File: config.mk
export PLATFORM = sky130hd
export DESIGN_NAME = seg7_seconds_display
export DESIGN_NICKNAME = d
export VERILOG_FILES = /design/src/rtl/seg7_pkg.sv /design/src/rtl/seg7_seconds_display_decoder.sv /design/src/rtl/seg7_seconds_display.sv
export SDC_FILE = /design/constraint.sdc
export NUM_CORES = 1
export LEC_CHECK = 0
export CAP_MARGIN = 20
export CORE_MARGIN = 2
export CORE_UTILIZATION = 45
export CTS_CLUSTER_DIAMETER = 80
export DETAILED_ROUTE_END_ITERATION = 8
export GPL_ROUTABILITY_DRIVEN = 0
export PLACE_DENSITY = 0.74
export SYNTH_ARGS = -nofsm -noshare
export SYNTH_HDL_FRONTEND = slang
export SYNTH_SLANG_ARGS = --single-unit
File: constraint.sdc
create_clock -name clk -period 5.82 [get_ports clk]
set_input_delay 0.873 -clock clk [delete_from_list [all_inputs] [get_ports clk]]
set_output_delay 0.873 -clock clk [all_outputs]
set_load 0.01 [all_outputs]
File: src/rtl/seg7_pkg.sv
// seg7_pkg: shared constants for the seconds display.
// Segment codes, digit strobes, BCD limits.
package seg7_pkg;

   localparam logic [6:0] SEG_0     = 7'h3F;
   localparam logic [6:0] SEG_1     = 7'h06;
   localparam logic [6:0] SEG_2     = 7'h5B;
   localparam logic [6:0] SEG_3     = 7'h4F;
   localparam logic [6:0] SEG_4     = 7'h66;
   localparam logic [6:0] SEG_5     = 7'h6D;
   localparam logic [6:0] SEG_6     = 7'h7D;
   localparam logic [6:0] SEG_7     = 7'h07;
   localparam logic [6:0] SEG_8     = 7'h7F;
   localparam logic [6:0] SEG_9     = 7'h6F;
   localparam logic [6:0] SEG_BLANK = 7'h00;

   localparam logic [1:0] DIG_ONES = 2'b01;
   localparam logic [1:0] DIG_TENS = 2'b10;

   localparam logic [3:0] BCD_TENS_MAX = 4'd5;
   localparam logic [3:0] BCD_ONES_MAX = 4'd9;

   function automatic logic bcd_sec_valid(input logic [7:0] v);
      return (v[7:4] <= BCD_TENS_MAX) && (v[3:0] <= BCD_ONES_MAX);
   endfunction

endpackage

File: src/rtl/seg7_seconds_display_decoder.sv
// seg7_decoder: combinational BCD digit to segment pattern.
// Non-decimal codes show a blank digit.
module seg7_decoder
   import seg7_pkg::*;
(
   input  logic [3:0] i_bcd,
   output logic [6:0] o_seg
);

   // one pattern per decimal digit, blank otherwise
   always_comb begin
      o_seg = SEG_BLANK;
      case (i_bcd)
         4'd0:    o_seg = SEG_0;
         4'd1:    o_seg = SEG_1;
         4'd2:    o_seg = SEG_2;
         4'd3:    o_seg = SEG_3;
         4'd4:    o_seg = SEG_4;
         4'd5:    o_seg = SEG_5;
         4'd6:    o_seg = SEG_6;
         4'd7:    o_seg = SEG_7;
         4'd8:    o_seg = SEG_8;
         4'd9:    o_seg = SEG_9;
         default: o_seg = SEG_BLANK;
      endcase
   end

endmodule

File: src/rtl/seg7_seconds_display.sv
// seg7_seconds_display: 1 Hz BCD seconds with 2-digit muxed display.
// Optional SEG7_DP_BLINK_EN: 1 Hz decimal-point blink on ones digit.
module seg7_seconds_display
   import seg7_pkg::*;
#(
   parameter int CLK_HZ  = 10_000_000,
   parameter int MUX_DIV = 10_000
)
(
   input  logic       clk,
   input  logic       rst_n,
   input  logic       ena,
   input  logic       pause,
   input  logic       load,
   input  logic [7:0] load_val,
   output logic [6:0] seg,
   output logic       dp,
   output logic [1:0] digit_sel,
   output logic [7:0] sec_bcd,
   output logic       min_pulse
);

   localparam int PW = (CLK_HZ  > 2) ? $clog2(CLK_HZ)  : 1;
   localparam int MW = (MUX_DIV > 2) ? $clog2(MUX_DIV) : 1;

   localparam logic [PW-1:0] PRE_LAST = PW'(CLK_HZ - 1);
   localparam logic [MW-1:0] MUX_LAST = MW'(MUX_DIV - 1);

   logic [PW-1:0] r_presc;
   logic [MW-1:0] r_mux;
   logic [7:0]    r_sec;
   logic [1:0]    r_dsel;
   logic          r_min_pulse;

   logic          w_run;
   logic          w_load;
   logic          w_tick;
   logic          w_wrap;
   logic [3:0]    w_digit;
   logic [6:0]    w_dec;

   assign w_run  = ena & ~pause;
   assign w_load = load & ena;
   assign w_tick = w_run & (r_presc == PRE_LAST);
   // a load in the tick cycle swallows the tick and its wrap
   assign w_wrap = w_tick & ~w_load & (r_sec == 8'h59);

   // prescaler: divide to one tick per second, restart on load
   always_ff @(posedge clk or negedge rst_n) begin
      if (!rst_n) begin
         r_presc <= '0;
      end else if (w_load) begin
         r_presc <= '0;
      end else if (w_run) begin
         if (r_presc == PRE_LAST) r_presc <= '0;
         else                     r_presc <= r_presc + 1'b1;
      end
   end

   // BCD seconds: load with validity check, else advance on tick
   always_ff @(posedge clk or negedge rst_n) begin
      if (!rst_n) begin
         r_sec <= 8'h00;
      end else if (w_load) begin
         r_sec <= bcd_sec_valid(load_val) ? load_val : 8'h00;
      end else if (w_tick) begin
         if (r_sec[3:0] == BCD_ONES_MAX) begin
            r_sec[3:0] <= 4'd0;
            if (r_sec[7:4] == BCD_TENS_MAX) r_sec[7:4] <= 4'd0;
            else                            r_sec[7:4] <= r_sec[7:4] + 4'd1;
         end else begin
            r_sec[3:0] <= r_sec[3:0] + 4'd1;
         end
      end
   end

   // minute pulse, registered one cycle after the 59->00 edge
   always_ff @(posedge clk or negedge rst_n) begin
      if (!rst_n) r_min_pulse <= 1'b0;
      else        r_min_pulse <= w_wrap;
   end

   // digit multiplexer: hold each digit MUX_DIV cycles while enabled
   always_ff @(posedge clk or negedge rst_n) begin
      if (!rst_n) begin
         r_mux  <= '0;
         r_dsel <= DIG_ONES;
      end else if (ena) begin
         if (r_mux == MUX_LAST) begin
            r_mux  <= '0;
            r_dsel <= (r_dsel == DIG_ONES) ? DIG_TENS : DIG_ONES;
         end else begin
            r_mux <= r_mux + 1'b1;
         end
      end
   end

   // pick the strobed digit for the shared decoder
   always_comb begin
      w_digit = r_sec[3:0];
      if (r_dsel == DIG_TENS) w_digit = r_sec[7:4];
   end

   seg7_decoder u_dec (
      .i_bcd (w_digit),
      .o_seg (w_dec)
   );

   assign seg       = ena ? w_dec : SEG_BLANK;
   assign digit_sel = r_dsel;
   assign sec_bcd   = r_sec;
   assign min_pulse = r_min_pulse;

`ifdef SEG7_DP_BLINK_EN
   localparam logic [PW-1:0] PRE_HALF = PW'(CLK_HZ / 2);
   assign dp = ena & (r_dsel == DIG_ONES) & (r_presc < PRE_HALF);
`else
   assign dp = 1'b0;
`endif

endmodule
==> impl_metrics.yaml <==
worst_setup_path:
  critical_path.cell_chain: "nor2b_1 > mux2i_1 > inv_1 > ha_1 > nor2b_1 > o21ai_0 > a21oi_1 > clkdlybuf4s50_1"
  timing.critical_path.buf_inv: 2
  crit_path_max_incr_delay_ns: 0.55
  timing.setup.critical_path_class: "register to output pin"
  cpMaxStageDelayCell: "clkdlybuf4s50_1"
  end_kind: "output pin"
  critical_path_maximum_fanout: 5
  cp-start-kind: "register"
  critPathMostFrequentCell: "nor2b_1"
  critical_path_required_ns: 4.95
  timing.critical_path.arrival_ns: 2.91
  cpLargestDelayFamily: "buffers and inverters"
floorplanning:
  floorplan.initialDensity_pct: 47.0
  die_x_um: 85.7
  die_area_um2: 7350
  floorplan.core_area_um2: 6390
  dieHeight_um: 85.7
  core.rowCount: 29
  i_o_pin_total: 32
clock_tree:
  htreeDepth: 2
  clock_tree.root_cell: "clkbuf_8"
  cts_clk_pin_slew_worst_paths_ns: 0.09
  post-cts-setup-buffer-count: 0
  clock_sink_count: 49
  cts.hold.buffers_added: 0
  cts.path.max_buffers: 2
  ctsResizeCount: 0
  cts_tree: "built"
  worst_skew_pair.late_latency_ns: 0.31
  cts_inserted_buffers: 5
routing:
  via_per_inst: 6.11
  drt-total-wl_um: 6950
  drtAntennaViolNets: 0
  detail_route.first_pass.iterations: 4
  via_count: 2729
  route.detailed.wl_per_inst_um: 15.6
  detailedRoute.firstIterationViolations: 171
  number_of_design_rule_violations_left_after_detail_routing: 0
final_layout:
  commonest_non_fill_non_tap_cell_in_the_layout: "dfrtp_1"
  post_route_cells_drive_above_1_share_pct: 7.57
  n_antenna_cell: 0
  flow.area_growth_from_synthesis_pct: 16.6
  design.final.nets: 389
  nFillCells: 585
  multi_input_logic_area_um2: 1660
  layout.area.seq_um2: 1230
  final_cell_mix: "48 x dfrtp_1, 33 x nand2_1, 29 x a21oi_1, 29 x clkdlybuf4s50_1, 23 x o21ai_0"
run_status:
  result_of_the_run: "finished, final reports clean"
global_route:
  grt_max_degree: 50
  antenna_found_initial: 0
  grt_usage_pct: 20.0
  first_pass_grt_wire_length_um: 12000
  grt_pass1_vias: 2642
  grt_overflow: 0
sta:
  period_needed_ns: 3.78
  timing_worst_slew_pin_value_ns: 0.845
  setup_total_negative_slack_ns: 0
  slew_headroom_pct: 43.7
  finalSetupViolations: 0
  fin_skew_ns: 0.00637
  finalMaxSlewViolations: 0
  grt_setup_unrepaired: "false"
  peak_clock_frequency_supported_by_timing_mhz: 264
  hold_violations: 0
  finalCritPeriodShare_pct: 65.0
yosys:
  netlist_instances: 343
  post-synth-top-area-cell: "dfrtp_1"
  synth_edf_count: 0
  postSynthAreaPerCell_um2: 8.76
  synth_seq_cells: 49
  synthesis.area_um2: 3000
  postSynthNetCount: 363
  yosysSeqAreaShare_pct: 40.9
  synthFlopType: "dfrtp_1"
  synth.lib_cells_used.distinct: 57
  synth_top_area_share_pct: 40.0
  async_reset_ff_share_pct: 100
  ys_top_cells_by_area: "dfrtp_1 40%, a21oi_1 4.8%, nand2_1 4.1%"
  ys.warnings.count: 0
power:
  max-vdd-ir-drop_v: 0.000151
  power_density_nw_per_um2: 278
  fin_total_pwr_mw: 0.975
  power_leakage_nw: 1.48
hold_path:
  hold_path_class: "register to register"
place:
  estimated_wirelength_of_the_detail_placed_design_um: 4890
  placement.io_buffers: 30
run:
  max_cap_violations: 0
-- cells by family (layout without fill, tap and decap cells) --
group                      after synthesis  in the layout  synth area share, %
muxes                                   12             12                 4.29
adders and majority gates                7              7                 2.92
DFF                                     49             49                 40.9
other                                    1              1                0.125
xor gates and xnor gates                11             11                 3.21
and+or+nand+nor                        134            134                 24.2
buffers and inverters                   29             56                 3.91
AOI/OAI and AO/OA                      100            100                 20.5
-- through the flow --
stage          hold slack (ns)  std cells  instance area, µm²  worst slack [ns]  utilization (%)
3_3_place_gp             0.486        437                3350              2.20             52.4
2_1_floorplan            0.465        343                3000              3.05                -
3_5_place_dp             0.492        437                3350              2.09             52.4
4_1_cts                  0.506        445                3480              1.98             54.5
6_report                 0.509        447                3500              2.04             54.8
5_1_grt                  0.534        447                3500              1.75             54.8
-- report_power, final --
| group | internal, mW | total (mW) | switching, mW |
|---|---|---|---|
| registers | 0.377 | 0.436 | 0.0586 |
| logic | 0.128 | 0.252 | 0.124 |
| clock network | 0.171 | 0.287 | 0.117 |
| total | 0.676 | 0.975 | 0.299 |
-- state kept, by name, indices dropped and copies added (netlist names) --
name	flops
min_pulse	1
sec_bcd	8
digit_sel	2
r_presc	24
r_mux	14
-- cells in the mapped netlist (3+ instances only) --
| master | count |
|---|---|
| nand2_1 | 33 |
| o21ai_0 | 23 |
| and2_1 | 6 |
| nand4_1 | 10 |
| xnor2_1 | 7 |
| a21oi_1 | 29 |
| mux2_2 | 4 |
| and3_1 | 14 |
| nor2_1 | 19 |
| xor2_1 | 4 |
| mux2i_1 | 7 |
| nor4_1 | 3 |
| nor4b_1 | 3 |
| inv_1 | 14 |
| o21ai_1 | 3 |
| a31oi_1 | 18 |
| o2bb2ai_1 | 4 |
| ha_1 | 7 |
| dfrtp_1 | 48 |
| nor3_1 | 11 |
| a41oi_1 | 3 |
| nand3_1 | 18 |
| clkbuf_1 | 10 |
| buf_2 | 3 |
-- worst reg2reg max path: cells and delay by family, from the launching register on --
family / cells / cell delay (ns)
DFF: 1 / 0.40
and+or+nand+nor: 3 / 0.70
AOI/OAI and AO/OA: 2 / 0.72
adders and majority gates: 1 / 0.31
-- area by class of cell --
cell class | instances | share of cell area [%]
multi-input cells | 265 | 47.4
flip-flops and latches | 49 | 35.0
repair buffers | 34 | 9.50
well taps | 77 | 2.75
clock buffers | 5 | 1.96
clock inverters | 3 | 1.86
inverters | 14 | 1.50
-- worst paths after layout --
check                                          from                 endpoint  slack (ns)  depth (start not counted)
setup / recovery           digit_sel[1]$_DFFE_PN0P_                   seg[0]        2.04                          8
hold / removal                 r_mux[7]$_DFFE_PN0P_     r_mux[7]$_DFFE_PN0P_        0.51                          1
setup reg to reg             r_presc[0]$_DFFE_PN0P_   sec_bcd[2]$_DFFE_PN0P_        3.58                          6
hold reg to reg                r_mux[7]$_DFFE_PN0P_     r_mux[7]$_DFFE_PN0P_        0.51                          1
max in group asynchronous                     rst_n  r_presc[10]$_DFFE_PN0P_        4.74                          2
min in group asynchronous                     rst_n     r_mux[3]$_DFFE_PN0P_        0.67                          2
-- routing by layer --
metal  vias up  track usage, %  wire length, µm  share of wire (%)
met2        71            33.5             3370                 49
met3        11            3.66              309                4.4
li1       1314               -                -                  -
met5         -               0                0                  0
met1      1333            27.1             3190                 46
met4         0            5.05               76                1.1
(Power assumes the default switching activity.)
